===== config.mk =====
export PLATFORM = sky130hd
export DESIGN_NAME = fdas_calbus_arbiter
export DESIGN_NICKNAME = d
export VERILOG_FILES = /design/src/rtl/fdas_calbus_pkg.sv /design/src/rtl/fdas_calbus_rd_tracker.sv /design/src/rtl/fdas_calbus_arbiter.sv
export SDC_FILE = /design/constraint.sdc
export NUM_CORES = 1
export LEC_CHECK = 0
export BUFFER_PORTS_ARGS = -buffer_cell sky130_fd_sc_hd__buf_2
export CAP_MARGIN = 20
export CELL_PAD_IN_SITES_DETAIL_PLACEMENT = 0
export CELL_PAD_IN_SITES_GLOBAL_PLACEMENT = 1
export CORE_MARGIN = 2
export CORE_UTILIZATION = 16
export CTS_CLUSTER_SIZE = 10
export DETAILED_ROUTE_END_ITERATION = 10
export GPL_TIMING_DRIVEN = 0
export PLACE_DENSITY = 0.88
export SLEW_MARGIN = 15
export SYNTH_ARGS = -nofsm -noshare
export SYNTH_HDL_FRONTEND = slang
export SYNTH_SLANG_ARGS = --single-unit
export TNS_END_PERCENT = 20

===== constraint.sdc =====
create_clock -name calbus_clk -period 1.75 [get_ports calbus_clk]
set_input_delay 0.0875 -clock calbus_clk [delete_from_list [all_inputs] [get_ports calbus_clk]]
set_output_delay 0.0875 -clock calbus_clk [all_outputs]
set_load 0.1 [all_outputs]

===== src/rtl/fdas_calbus_pkg.sv =====
// Shared types and widths for the EMIF calibration-bus arbiter.
package fdas_calbus_pkg;

    localparam int CALBUS_ADDR_W = 20;
    localparam int CALBUS_DATA_W = 32;

    typedef enum logic {
        CAL_OWN = 1'b0,
        HOST    = 1'b1
    } calbus_state_e;

    typedef struct packed {
        logic                     read;
        logic                     write;
        logic [CALBUS_ADDR_W-1:0] address;
        logic [CALBUS_DATA_W-1:0] wdata;
    } calbus_req_t;

endpackage


===== src/rtl/fdas_calbus_rd_tracker.sv =====
// Tracks the single outstanding host read across the fixed calbus read latency,
// flagging it as corrupted if calibration traffic appears while it is in flight.
module fdas_calbus_rd_tracker #(
    parameter int RD_LATENCY = 2
) (
    input  logic calbus_clk,
    input  logic rst_n,
    input  logic push_i,
    input  logic cal_act_i,
    output logic rd_valid_o,
    output logic rd_err_o,
    output logic rd_busy_o
);

    logic [RD_LATENCY-1:0] valid_q, valid_d;
    logic [RD_LATENCY-1:0] err_q, err_d;

    always_comb begin
        valid_d    = '0;
        err_d      = '0;
        valid_d[0] = push_i;
        for (int k = 1; k < RD_LATENCY; k++) begin
            valid_d[k] = valid_q[k-1];
            err_d[k]   = err_q[k-1] | (valid_q[k-1] & cal_act_i);
        end
        // The return cycle itself is not busy, so a follow-up read can issue on it.
        rd_busy_o = 1'b0;
        for (int k = 0; k < RD_LATENCY - 1; k++) begin
            rd_busy_o = rd_busy_o | valid_q[k];
        end
    end

    always_ff @(posedge calbus_clk or negedge rst_n) begin
        if (!rst_n) begin
            valid_q <= '0;
            err_q   <= '0;
        end else begin
            valid_q <= valid_d;
            err_q   <= err_d;
        end
    end

    assign rd_valid_o = valid_q[RD_LATENCY-1];
    assign rd_err_o   = valid_q[RD_LATENCY-1] & err_q[RD_LATENCY-1];

endmodule


===== src/rtl/fdas_calbus_arbiter.sv =====
// Calbus arbiter: calibration IP always wins, host granted after a quiet window.
// Optional statistics counters enabled by defining FDAS_CALBUS_ARB_STATS_EN.
//
// state   | meaning
// CAL_OWN | calibration owns the bus; counting consecutive idle cycles
// HOST    | host may issue; any cal strobe preempts back to CAL_OWN
module fdas_calbus_arbiter
    import fdas_calbus_pkg::*;
#(
    parameter int ADDR_W       = CALBUS_ADDR_W,
    parameter int DATA_W       = CALBUS_DATA_W,
    parameter int RD_LATENCY   = 2,
    parameter int QUIET_CYCLES = 64
) (
    input  logic              calbus_clk,
    input  logic              rst_n,
    input  logic              cal_read,
    input  logic              cal_write,
    input  logic [ADDR_W-1:0] cal_address,
    input  logic [DATA_W-1:0] cal_wdata,
    output logic [DATA_W-1:0] cal_rdata,
    input  logic              host_read,
    input  logic              host_write,
    input  logic [ADDR_W-1:0] host_address,
    input  logic [DATA_W-1:0] host_wdata,
    output logic              host_waitrequest,
    output logic [DATA_W-1:0] host_readdata,
    output logic              host_readdatavalid,
    output logic              host_resp_err,
    output logic              host_grant,
    output logic              conflict_err,
    output logic              emif_read,
    output logic              emif_write,
    output logic [ADDR_W-1:0] emif_address,
    output logic [DATA_W-1:0] emif_wdata,
    input  logic [DATA_W-1:0] emif_rdata
`ifdef FDAS_CALBUS_ARB_STATS_EN
    ,
    output logic [15:0]       host_acc_cnt,
    output logic [15:0]       preempt_cnt
`endif
);

    localparam logic [7:0] QUIET_M1 = 8'(QUIET_CYCLES - 1);

    calbus_state_e state_q, state_d;
    logic [7:0]    cnt_q, cnt_d;
    logic          conflict_q, conflict_d;
    logic          cal_act, in_host, rd_busy, host_acc, host_rd_acc;
    calbus_req_t   emif_req;

    assign cal_act = cal_read | cal_write;
    assign in_host = (state_q == HOST);

    always_comb begin
        host_waitrequest = ~in_host | cal_act | rd_busy;
        host_acc         = (host_read | host_write) & ~host_waitrequest;
        host_rd_acc      = host_acc & host_read;
        emif_req         = '0;
        if (cal_act) begin
            emif_req.read    = cal_read;
            emif_req.write   = cal_write;
            emif_req.address = cal_address;
            emif_req.wdata   = cal_wdata;
        end else if (host_acc) begin
            // A simultaneous read and write issues only the read.
            emif_req.read    = host_read;
            emif_req.write   = host_write & ~host_read;
            emif_req.address = host_address;
            emif_req.wdata   = host_wdata;
        end
    end

    assign emif_read    = emif_req.read;
    assign emif_write   = emif_req.write;
    assign emif_address = emif_req.address;
    assign emif_wdata   = emif_req.wdata;
    assign cal_rdata    = emif_rdata;
    assign host_grant   = in_host;
    assign conflict_err = conflict_q;

    always_comb begin
        state_d    = state_q;
        cnt_d      = cnt_q;
        conflict_d = conflict_q | (cal_act & rd_busy);
        case (state_q)
            CAL_OWN: begin
                if (cal_act) begin
                    cnt_d = '0;
                end else if (cnt_q == QUIET_M1) begin
                    state_d = HOST;
                    cnt_d   = '0;
                end else begin
                    cnt_d = cnt_q + 8'd1;
                end
            end
            HOST: begin
                cnt_d = '0;
                if (cal_act) state_d = CAL_OWN;
            end
            default: begin
                state_d = CAL_OWN;
                cnt_d   = '0;
            end
        endcase
    end

    always_ff @(posedge calbus_clk or negedge rst_n) begin
        if (!rst_n) begin
            state_q    <= CAL_OWN;
            cnt_q      <= '0;
            conflict_q <= 1'b0;
        end else begin
            state_q    <= state_d;
            cnt_q      <= cnt_d;
            conflict_q <= conflict_d;
        end
    end

    fdas_calbus_rd_tracker #(
        .RD_LATENCY (RD_LATENCY)
    ) u_rd_tracker (
        .calbus_clk (calbus_clk),
        .rst_n      (rst_n),
        .push_i     (host_rd_acc),
        .cal_act_i  (cal_act),
        .rd_valid_o (host_readdatavalid),
        .rd_err_o   (host_resp_err),
        .rd_busy_o  (rd_busy)
    );

    assign host_readdata = host_readdatavalid ? emif_rdata : '0;

`ifdef FDAS_CALBUS_ARB_STATS_EN
    logic [15:0] acc_cnt_q, preempt_cnt_q;

    always_ff @(posedge calbus_clk or negedge rst_n) begin
        if (!rst_n) begin
            acc_cnt_q     <= '0;
            preempt_cnt_q <= '0;
        end else begin
            if (host_acc && acc_cnt_q != 16'hFFFF) acc_cnt_q <= acc_cnt_q + 16'd1;
            if (in_host && cal_act && preempt_cnt_q != 16'hFFFF) preempt_cnt_q <= preempt_cnt_q + 16'd1;
        end
    end

    assign host_acc_cnt = acc_cnt_q;
    assign preempt_cnt  = preempt_cnt_q;
`endif

endmodule


-- Word level (Yosys, flattened, before mapping)
Index checks and enable logic that the tools add are counted.
- register bits after elaboration: 13
- word-level logic and storage cells: 30
- bitwise operators: 13
- equality and inequality tests: 1
- add/subtract/negate cells: 1
- muxes and demuxes: 10
- operator list (cell ; count):
    54-bit 2-to-1 mux ; 2
    32-bit 2-to-1 mux ; 1
    8-bit 2-to-1 mux ; 2
    8-bit case mux with 2 select lines ; 1
    8-bit by 1-bit adder with 8-bit output, second input constant ; 1
    8-bit by 6-bit equality test with 1-bit output, second input constant ; 1
    1-bit bitwise AND ; 5
    1-bit bitwise OR ; 5
    1-bit 2-to-1 mux ; 3
    1-bit inverter ; 3
    1-bit case mux with 2 select lines ; 1

-- Depth between registers and ports, before layout
- depth after elaboration: 7
- mapped depth: 5

-- Hierarchy
Synthesis repeated with hierarchy kept, for this count alone.
- cells, all modules: 187
- area, all modules: 1590.3 µm²
- modules (own cells, without submodules) (module ; instances ; area each (µm²) ; cells an instance):
    fdas_calbus_arbiter ; 1 ; 1502.7 ; 182
    fdas_calbus_rd_tracker ; 1 ; 87.6 ; 5

-- Least setup slack after synthesis
No wires, ideal clock.
- path kind: flip-flop to output port
- from: register state_q, in the netlist host_grant
- to: output emif_read
- arrival time: 2.719 ns
- slack: -1.057 ns
- buffers on the path: 0
- stages on the path, launching flop included: 4
- cell sequence: dfrtp_1 > and2b_1 > nand2_1 > o21bai_1
- longest elaborated chain between the ends: 7
- ends and longest elaborated chain (element ; RTL line ; RTL):
    start: declaration ; fdas_calbus_arbiter.sv:46 ; calbus_state_e state_q, state_d;
    start signal: assignment ; fdas_calbus_arbiter.sv:114 ; state_q <= state_d;
    1-bit inverter ; - ;
    1-bit bitwise OR (2 in series) ; fdas_calbus_arbiter.sv:56 ; host_waitrequest = ~in_host | cal_act | rd_busy;
    1-bit inverter ; fdas_calbus_arbiter.sv:57 ; host_acc = (host_read | host_write) & ~host_waitrequest;
    1-bit bitwise AND ; fdas_calbus_arbiter.sv:57 ;
    54-bit 2-to-1 mux ; fdas_calbus_arbiter.sv:65 ; end else if (host_acc) begin
    54-bit 2-to-1 mux ; fdas_calbus_arbiter.sv:60 ; if (cal_act) begin
    end: declaration ; fdas_calbus_arbiter.sv:32 ; output logic emif_read,
No other way between the ends.

-- Worst setup path in the final report
- from: register state_q, in the netlist host_grant
- to: output emif_wdata[12]
- longest elaborated chain between the ends: 7
- ends and longest elaborated chain (element ; RTL line ; RTL):
    1-bit inverter ; - ;
    1-bit bitwise OR (2 in series) ; fdas_calbus_arbiter.sv:56 ;
    1-bit inverter ; fdas_calbus_arbiter.sv:57 ;
    1-bit bitwise AND ; fdas_calbus_arbiter.sv:57 ;
    54-bit 2-to-1 mux ; fdas_calbus_arbiter.sv:65 ;
    54-bit 2-to-1 mux ; fdas_calbus_arbiter.sv:60 ;
    end: declaration ; fdas_calbus_arbiter.sv:35 ; output logic [DATA_W-1:0] emif_wdata,
No other way between the ends.

==> results.json <==
{
  "rr_startpoint": "host_grant",
  "cts_made_buffers": 3,
  "fp.coreArea_um2": 9730,
  "path_cells": "and2b_1, o211a_1, buf_6, buf_6, a22o_2, buf_12",
  "worstHoldStart": "host_read",
  "ys.flop_type": "dfrtp_1",
  "yosys-top-cells-area": "a22o_1 (29%), dfrtp_1 (20%), buf_4 (16%)",
  "place_congestion": 0.849,
  "wl_per_cell_um": 15.7,
  "worstPathArrival_ns": 1.73,
  "r2r-end": "cnt_q[5]",
  "seq_area_frac_synth_pct": 20.4,
  "insertion_delay_ns": 0.24,
  "start_util_pct": 16.4,
  "cp.required_ns": 1.66,
  "wl_um": 9340,
  "dpl_worst_slack_ns": -0.0611,
  "cts_tree": "built",
  "critPathMaxStageDelay_ns": 0.47,
  "die_h_um": 104,
  "drive_above_1_share_pct": 87.6,
  "start_kind": "register",
  "initialDrtViolationCount": 120,
  "outcome": "complete, but fails checks",
  "clock_path_buffers": 2,
  "nets": 602,
  "grt_usage_pct": 15.2,
  "dp_cells": 584,
  "grt_overflow_total": 0,
  "finalHoldViolCount": 0,
  "io-pin-count": 265,
  "crit_top_cell": "buf_6",
  "antenna_found_initial": 3,
  "synth_top_area_share_pct": 28.6,
  "synth_seq_cells": 13,
  "htreeDepth": 1,
  "dr_total_vias": 2532,
  "drtAntennaViolNets": 0,
  "hold_class": "input pin to register",
  "max_slew.worst_pin.slew_ns": 0.505,
  "io_buffers": 264,
  "period_minus_slack_ns": 1.82,
  "powerDensity_nw_per_um2": 532,
  "clock_skew_ns": 0.00147,
  "synthesis.area_um2": 1590,
  "finalSetupViolCount": 50,
  "maxCapViolations": 0,
  "slew_violations": 0,
  "clock-sinks": 13,
  "synthDistinctLibCells": 31,
  "worst-path-buf-inv": 3,
  "clk_pin_slew_ns": 0.05,
  "reg2reg_depth": 4,
  "end_kind": "output pin",
  "period_share_pct": 104,
  "syn_nets": 330,
  "post-route-drc-count": 0,
  "async_reset_ff_share_pct": 100,
  "die_w_um": 104,
  "crit_family": "flip-flops",
  "slew_headroom_pct": 66.6,
  "syn_inst": 187,
  "grt_max_degree": 14,
  "cp_max_fo": 10,
  "die_area_um2": 10800,
  "yosys_warnings": 0,
  "holdWs_ns": 0.176,
  "leakage_uw": 0.00226,
  "avgSynthCellArea_um2": 8.51,
  "area_delta_synth_final_pct": 171,
  "synth_edf_count": 0,
  "grt_pass1_vias": 2617,
  "peakVddDrop_mv": 0.305,
  "r2r_slack_ns": 0.34,
  "grt_first_pass_wirelength_um": 13300,
  "rows": 36,
  "hold_depth": 3,
  "crit_type": "register to output pin",
  "violations": "negative setup slack",
  "via_per_inst": 4.26,
  "max_clock_freq_mhz": 550,
  "firstDrtPassIters": 4,
  "synth_largest_area_cell": "a22o_1",
  "finalNonFillerCells": 594,
  "min_to": "u_rd_tracker.valid_q[0]",
  "total_power_uw": 2290,
  "fin_ws_ns": -0.0667,
  "setup_tns_ns": -2.49,
  "ctsRootBufferMaster": "clkbuf_8",
  "n_fill_cell": 902,
  "grt_setup_unrepaired": "true",
  "crit_slowest_cell": "dfrtp_4",
  "dp_hpwl_um": 7150
}
logic make-up after synthesis:
group	count (synthesis)	share of synthesized area, %
compound gates	63	33.3
simple gates	59	21.9
buf+inv	48	21.9
flops	13	20.4
xor+xnor	3	1.65
fa+ha+maj	1	0.786
power breakdown:
part,switching [uW],internal (uW)
Combinational,1130,595
Clock,101,160
Sequential,2.61,303
Total,1240,1060
Yosys cell counts (all sizes together), types with 2 or more instances:
cell,instances
o21ai,4
xor2,2
nand2,4
clkbuf,3
a22o,52
nand3,3
a21boi,2
buf,44
and2,35
dfrtp,13
or2,2
nor3,3
or3,2
nor2,6
metal layers:
| layer | vias to the layer above | GRT usage (%) | part of all wire (%) |
|---|---|---|---|
| li1 | 1201 | - | - |
| met1 | 1127 | 16.0 | 35 |
| met2 | 186 | 28.5 | 51 |
| met3 | 18 | 4.22 | 10 |
| met4 | 0 | 5.60 | 3.5 |
| met5 | - | 0 | 0 |
cell type report:
cell class              count  area, um2  area share, %
multi-input cells         126       1220           28.3
diodes                      3       7.51          0.174
repair buffers            267       2180           50.6
plain buffers              47        362           8.38
well taps                 133        166           3.86
clock buffers               4       45.0           1.04
flip-flops and latches     13        329           7.63
inverters                   1       3.75         0.0870
stage by stage:
stage	utilization (%)	area, um2
finish	44.4	4320
global route	44.4	4320
CTS	40.8	3970
detailed placement	34.1	3320
global placement	34.1	3320
floorplan	-	1830
repair_timing:
item	CTS	global route
setup endpoints to repair	62	72
hold buffers	1	0
buffers inserted	2	0
resized for setup	169	78
gates cloned	0	0
endpoints found under the hold margin	13	0
how the worst max path moves through the flow:
stage / startpoint / end / slack, ns / cells after the start
2_1_floorplan: u_rd_tracker.valid_q[1] / host_readdata[31] / -0.16 / 1
3_3_place_gp: u_rd_tracker.valid_q[0] / emif_wdata[7] / -0.04 / 6
3_5_place_dp: u_rd_tracker.valid_q[0] / emif_wdata[7] / -0.06 / 6
4_1_cts: host_grant / emif_wdata[7] / -0.06 / 6
5_1_grt: u_rd_tracker.valid_q[0] / emif_wdata[12] / -0.12 / 6
6_report: host_grant / emif_wdata[12] / -0.07 / 6
tightest hold or removal path: stages:
cell     delay [ns]
buf_2          0.11
nand2_1        0.11
nor2_1         0.06
layout by cell type (no fill, tap or decap), types with 2 or more instances in the layout:
cell type    n
a22o_2      27
buf_12      50
a22o_4      25
clkbuf_8     3
buf_2      187
diode_2      3
o21ai_0      4
buf_4       44
clkbuf_4    21
nand3_1      2
and2_1       4
or3_1        2
buf_6        6
nand2_1      4
clkbuf_1     4
buf_8        2
nor2_1       6
dfrtp_1     12
and2_2      31
xor2_1       2
nor3_1       3
flip-flops by register name, summed over array words and instances, names as in the netlist:
signal                flops
conflict_err              1
u_rd_tracker.valid_q      2
u_rd_tracker.err_q        1
cnt_q                     8
host_grant                1
Note: power is estimated with default switching activity, not from simulation.
